[src/rtl/fetch_unit_pkg.sv]
// Shared fetch-stage definitions: bubble encoding, PC step and fetch FSM states.
// Also consumed by the IF/ID and ID/EX pipeline registers for NOP_INSTR.
package fetch_unit_pkg;

    localparam logic [31:0] NOP_INSTR = 32'hFC00_0000;
    localparam logic [31:0] PC_INC    = 32'd4;

    typedef enum logic [1:0] {
        S_IDLE = 2'd0,
        S_REQ  = 2'd1,
        S_HOLD = 2'd2,
        S_DROP = 2'd3
    } fetch_state_e;

    // Sequential PC step, wrapping modulo 2^32.
    function automatic logic [31:0] pc_step(input logic [31:0] pc);
        return pc + PC_INC;
    endfunction

endpackage

[src/rtl/fetch_buf.sv]
// Single-entry buffer holding one fetched instruction and its PC while IF/ID holds.
module fetch_buf (
    input  logic        clk,
    input  logic        rst_n,
    input  logic        load,
    input  logic        clear,
    input  logic [31:0] instr_in,
    input  logic [31:0] pc_in,
    output logic        valid,
    output logic [31:0] instr,
    output logic [31:0] pc
);
    import fetch_unit_pkg::*;

    logic        valid_r;
    logic [31:0] instr_r;
    logic [31:0] pc_r;

    // Buffer entry: clear wins over load so a redirect always empties it.
    always_ff @(posedge clk or negedge rst_n) begin
        if (!rst_n) begin
            valid_r <= 1'b0;
            instr_r <= NOP_INSTR;
            pc_r    <= 32'd0;
        end else if (clear) begin
            valid_r <= 1'b0;
            instr_r <= NOP_INSTR;
            pc_r    <= 32'd0;
        end else if (load) begin
            valid_r <= 1'b1;
            instr_r <= instr_in;
            pc_r    <= pc_in;
        end else begin
            valid_r <= valid_r;
            instr_r <= instr_r;
            pc_r    <= pc_r;
        end
    end

    assign valid = valid_r;
    assign instr = instr_r;
    assign pc    = pc_r;

endmodule

[src/rtl/fetch_unit.sv]
// Instruction fetch stage: owns the PC, runs the imem req/ack handshake and feeds IF/ID.
// Optional FETCH_MISALIGN_CHK_EN adds a sticky misalign_err output and aligns redirect targets.
module fetch_unit #(
    parameter logic [31:0] RESET_PC  = 32'h0000_0000,
    parameter logic [31:0] NOP_INSTR = 32'hFC00_0000
) (
    input  logic        clk,
    input  logic        rst_n,
    input  logic        hold,
    input  logic        redirect_valid,
    input  logic [31:0] redirect_pc,
    output logic        imem_req,
    output logic [31:0] imem_addr,
    input  logic        imem_ack,
    input  logic [31:0] imem_rdata,
    output logic        fetch_valid,
    output logic [31:0] instr_out,
    output logic [31:0] pc_out,
    output logic        flush
`ifdef FETCH_MISALIGN_CHK_EN
    ,
    output logic        misalign_err
`endif
);
    import fetch_unit_pkg::*;

    fetch_state_e state_r;
    fetch_state_e state_nxt_s;
    logic [31:0]  pc_r;
    logic [31:0]  pc_nxt_s;
    logic [31:0]  stale_addr_r;
    logic [31:0]  stale_addr_nxt_s;
    logic [31:0]  target_s;
    logic         buf_load_s;
    logic         buf_clear_s;
    logic         buf_valid_s;
    logic [31:0]  buf_instr_s;
    logic [31:0]  buf_pc_s;

`ifdef FETCH_MISALIGN_CHK_EN
    logic misalign_err_r;

    assign target_s = {redirect_pc[31:2], 2'b00};

    // Sticky flag for any redirect to a non-word-aligned target.
    always_ff @(posedge clk or negedge rst_n) begin
        if (!rst_n) begin
            misalign_err_r <= 1'b0;
        end else if (redirect_valid && (redirect_pc[1:0] != 2'b00)) begin
            misalign_err_r <= 1'b1;
        end else begin
            misalign_err_r <= misalign_err_r;
        end
    end

    assign misalign_err = misalign_err_r;
`else
    assign target_s = redirect_pc;
`endif

    fetch_buf u_buf (
        .clk      (clk),
        .rst_n    (rst_n),
        .load     (buf_load_s),
        .clear    (buf_clear_s),
        .instr_in (imem_rdata),
        .pc_in    (pc_r),
        .valid    (buf_valid_s),
        .instr    (buf_instr_s),
        .pc       (buf_pc_s)
    );

    // State, PC and the address of a request being drained after a redirect.
    always_ff @(posedge clk or negedge rst_n) begin
        if (!rst_n) begin
            state_r      <= S_IDLE;
            pc_r         <= RESET_PC;
            stale_addr_r <= RESET_PC;
        end else begin
            state_r      <= state_nxt_s;
            pc_r         <= pc_nxt_s;
            stale_addr_r <= stale_addr_nxt_s;
        end
    end

    // Next-state logic; a redirect overrides both hold and ack.
    always_comb begin
        state_nxt_s      = state_r;
        pc_nxt_s         = pc_r;
        stale_addr_nxt_s = stale_addr_r;
        buf_load_s       = 1'b0;
        buf_clear_s      = 1'b0;
        if (redirect_valid) begin
            pc_nxt_s    = target_s;
            buf_clear_s = 1'b1;
            case (state_r)
                S_REQ: begin
                    if (imem_ack) begin
                        state_nxt_s = S_REQ;
                    end else begin
                        state_nxt_s      = S_DROP;
                        stale_addr_nxt_s = pc_r;
                    end
                end
                // An ack arriving alongside the redirect still retires the stale request.
                S_DROP: begin
                    if (imem_ack) begin
                        state_nxt_s = S_REQ;
                    end else begin
                        state_nxt_s = S_DROP;
                    end
                end
                default: state_nxt_s = S_REQ;
            endcase
        end else begin
            case (state_r)
                S_IDLE: state_nxt_s = S_REQ;
                S_REQ: begin
                    if (imem_ack && hold) begin
                        buf_load_s  = 1'b1;
                        state_nxt_s = S_HOLD;
                    end else if (imem_ack) begin
                        pc_nxt_s = pc_step(pc_r);
                    end else begin
                        state_nxt_s = S_REQ;
                    end
                end
                S_HOLD: begin
                    if (!hold) begin
                        pc_nxt_s    = pc_step(pc_r);
                        buf_clear_s = 1'b1;
                        state_nxt_s = S_REQ;
                    end else begin
                        state_nxt_s = S_HOLD;
                    end
                end
                S_DROP: begin
                    if (imem_ack) begin
                        state_nxt_s = S_REQ;
                    end else begin
                        state_nxt_s = S_DROP;
                    end
                end
                default: state_nxt_s = S_IDLE;
            endcase
        end
    end

    // Memory request and IF/ID presentation; bubbles carry NOP_INSTR and pc_out 0.
    always_comb begin
        imem_req    = 1'b0;
        imem_addr   = pc_r;
        fetch_valid = 1'b0;
        instr_out   = NOP_INSTR;
        pc_out      = 32'd0;
        case (state_r)
            S_REQ: begin
                imem_req = 1'b1;
                if (imem_ack && !redirect_valid) begin
                    fetch_valid = 1'b1;
                    instr_out   = imem_rdata;
                    pc_out      = pc_step(pc_r);
                end else begin
                    fetch_valid = 1'b0;
                end
            end
            S_HOLD: begin
                if (buf_valid_s && !redirect_valid) begin
                    fetch_valid = 1'b1;
                    instr_out   = buf_instr_s;
                    pc_out      = pc_step(buf_pc_s);
                end else begin
                    fetch_valid = 1'b0;
                end
            end
            S_DROP: begin
                imem_req  = 1'b1;
                imem_addr = stale_addr_r;
            end
            default: imem_req = 1'b0;
        endcase
    end

    assign flush = redirect_valid;

endmodule
[config.mk]
export PLATFORM = sky130hd
export DESIGN_NAME = fetch_unit
export DESIGN_NICKNAME = d
export VERILOG_FILES = /design/src/rtl/fetch_unit_pkg.sv /design/src/rtl/fetch_buf.sv /design/src/rtl/fetch_unit.sv
export SDC_FILE = /design/constraint.sdc
export NUM_CORES = 1
export LEC_CHECK = 0
export CAP_MARGIN = 20
export CORE_UTILIZATION = 56
export CTS_CLUSTER_DIAMETER = 150
export DETAILED_ROUTE_END_ITERATION = 10
export PLACE_DENSITY = 0.95
export SLEW_MARGIN = 20
export SYNTH_ARGS = -nofsm -noshare
export SYNTH_HDL_FRONTEND = slang
export SYNTH_SLANG_ARGS = --single-unit
[constraint.sdc]
create_clock -name clk -period 3.5 [get_ports clk]
set_input_delay 0.525 -clock clk [delete_from_list [all_inputs] [get_ports clk]]
set_output_delay 0.525 -clock clk [all_outputs]
set_load 0.005 [all_outputs]
==> results.md <==
* Status: completed
* CTS tree: done
* Syn Area/Cell at 9.32 um^2
* Worst path cell trace: nand4_1 -> or3_4 -> or4_1 -> a21oi_1 -> o21a_1 -> clkdlybuf4s50_1
* Asr flop ratio synth at 100%
* Area growth from synthesis to layout at 31.3%
* Post-synthesis cell type count at 53
* Critical setup path kind: reg -> out
* Vias in the first global route at 7283
* Routability cong. at 0.957
* Worst Path Required at 2.97 ns
* Fin cells at 1189
* ANT nets after route at 0
* Register bit count reported by yosys at 131
* Layout cells sized above 1 at 17.7%
* Slowest CP cell: or4_1
* Worst-Margin Slew at 0.756 ns
* Ratio of total power to cell area at 613 nW/um^2
* Finish-stage setup viols at 0
* I/O pin total at 168
* CTS root buffer: clkbuf_16
* Final HPWL from detailed placement at 16.1 mm
* Vias per cell at 6.49
* Internal reg-to-reg setup slack at 1.05 ns
* Core area at 13900 um^2
* Initial antenna violation count at 0
* Top post-synthesis cells by count: dfrtp_1, nand2_1, o21ai_0
* Worst Path Buf+Inv at 1
* Largest delay contributor family on the critical path: simple AND/OR/NAND/NOR gates
* First-pass GRT wire length at 37.7 mm
* Top post-synthesis cells by area: dfrtp_1, mux2_2, a22o_1, xnor2_1, o21ai_0
* FP Rows at 43
* Post-Syn Instances at 854
* Minimum clock period at 3.44 ns
* Clock Tree Buf Depth at 2
* Fin. max-slew vios at 0
* Slew HR at 49.6%
* DRC at 0
* Clock Skew at 0.0103 ns
* Lkg Pwr at 4.11 nW
* IO buf count at 167
* Number of flops mapped to enable cells by yosys at 0
* DRT Wirelength at 24.6 mm
* Placed Instances at 1148
* Die Span Y at 121 um
* Tcrit/Tclk final at 98.3%
* Peak VDD IR at 0.504 mV
* GRT overflow at 0
* Synth top area share at 39.3%
* Worst setup SP type: flop
* Largest net degree at the start of global routing at 58
* Endpoints failing hold at 0
* Initial Util at 57.3%
* Cell with the most instances after synthesis: dfrtp_1
* DR iter-0 viols at 917
* CP peak stage delay at 0.52 ns
* Arr. time, crit path at 2.92 ns
* Nets at 1071
* CP endpoint kind: output port
* Vias at 7713
* Avg WL per Cell at 20.7 um
* Max-cap violations at 0
* Net Count, Synth at 929
* Chip Width at 121 um
* Ys Warns at 0
* Worst hold path class: in -> async
* Ys flop type: dfrtp_1
* TritonCTS buffer count at 17
* Later-pin clock latency in the skew report at 0.43 ns
* CTS clk-pin slew, worst paths at 0.06 ns
* Setup TNS at 0 ns
* H-tree levels at 4
* Final Util at 75.3%
* Diode count at 0
* Cell Area, Synth at 7960 um^2
* Yosys top cell by area: dfrtp_1
* Largest fanout on the critical path at 6
* Clk sink count at 131
* Total track usage at 33.4%
* Fmax at 0.291 GHz
* TritonRoute pass-1 iters at 6
* Seq/Total Area, Yosys at 41.3%
* Die Area at 14700 um^2
* WHS at 0.156 ns
metrics by stage:
| stage | worst slack [ns] | cell area (um^2) | power [mW] |
|---|---|---|---|
| floorplan | 1.11 | 7960 | 3.44 |
| global placement | 0.461 | 9750 | 4.52 |
| detailed placement | 0.437 | 9750 | 4.60 |
| CTS | 0.0176 | 10300 | 6.34 |
| global route | -0.0245 | 10500 | 6.70 |
| finish | 0.0589 | 10500 | 6.41 |
layout make-up:
class | instances | area, um^2
well taps | 180 | 225
flip-flops and latches | 131 | 3300
fillers | 892 | 3430
multi-input cells | 620 | 4280
clock inverters | 10 | 109
inverters | 13 | 48.8
repair buffers | 213 | 2040
clock buffers | 22 | 454
worst paths after layout:
kind | from | end | depth (start not counted)
setup / recovery | u_buf.pc[4] | pc_out[25] | 6
hold / removal | rst_n | stale_addr_r[1] | 1
setup reg to reg | state_r[1] | pc_r[31] | 7
hold reg to reg | stale_addr_r[10] | stale_addr_r[10] | 2
max in group asynchronous | rst_n | u_buf.instr[28] | 2
min in group clk | stale_addr_r[10] | stale_addr_r[10] | 2
report_power, final:
| group | internal, mW | leakage [nW] | switching (mW) |
|---|---|---|---|
| logic | 1.34 | 2.17 | 1.25 |
| clock network | 1.06 | 0.274 | 0.653 |
| registers | 1.84 | 1.66 | 0.270 |
| total | 4.24 | 4.11 | 2.17 |
state kept, by name, summed over array words and instances (netlist names):
name / flops
u_buf.instr: 32
u_buf.valid: 1
u_buf.pc: 32
state_r: 2
pc_r: 32
stale_addr_r: 32
worst register-to-register path: cells and delay by family, from the launching register on:
kind | cells | cell delay (ns)
xor gates and xnor gates | 1 | 0.19
buffers and inverters | 1 | 0.10
adders and majority gates | 1 | 0.36
and+or+nand+nor | 2 | 0.80
AOI/OAI and AO/OA | 2 | 0.47
DFF | 1 | 0.41
layout by cell type (no fill, tap or decap), drive strengths merged, types with 20 or more instances in the layout:
cell	n
nor4	26
xor2	20
nand4	23
mux2	60
xnor2	42
buf	48
nand3	25
nor3	21
clkdlybuf4s50	165
clkbuf	22
nand2	80
nor2	57
a22oi	40
dfrtp	125
o21ai	62
a22o	51
timing repair:
item	4_1_cts	5_1_grt
endpoints found under the setup margin	6	52
setup buffers	0	9
pin swaps	0	5
hold buffers	0	0
gates resized for setup	2	26
cell families (layout without fill, tap and decap cells):
family	count (synthesis)	in the layout	synth area share, %
and+or+nand+nor	279	279	17.6
AOI/OAI and AO/OA	211	211	18.6
xor gates and xnor gates	62	62	6.82
DFF	131	131	41.3
muxes	62	62	8.74
adders and majority gates	6	6	0.943
buffers and inverters	103	258	5.96
per-layer routing:
metal  global-route usage (%)  share of wire [%]
met1                     44.4                 40
met2                     52.2                 47
met3                     7.66                9.5
met4                     14.8                3.7
met5                        0                  0
Power figures use the tool's default switching activity.
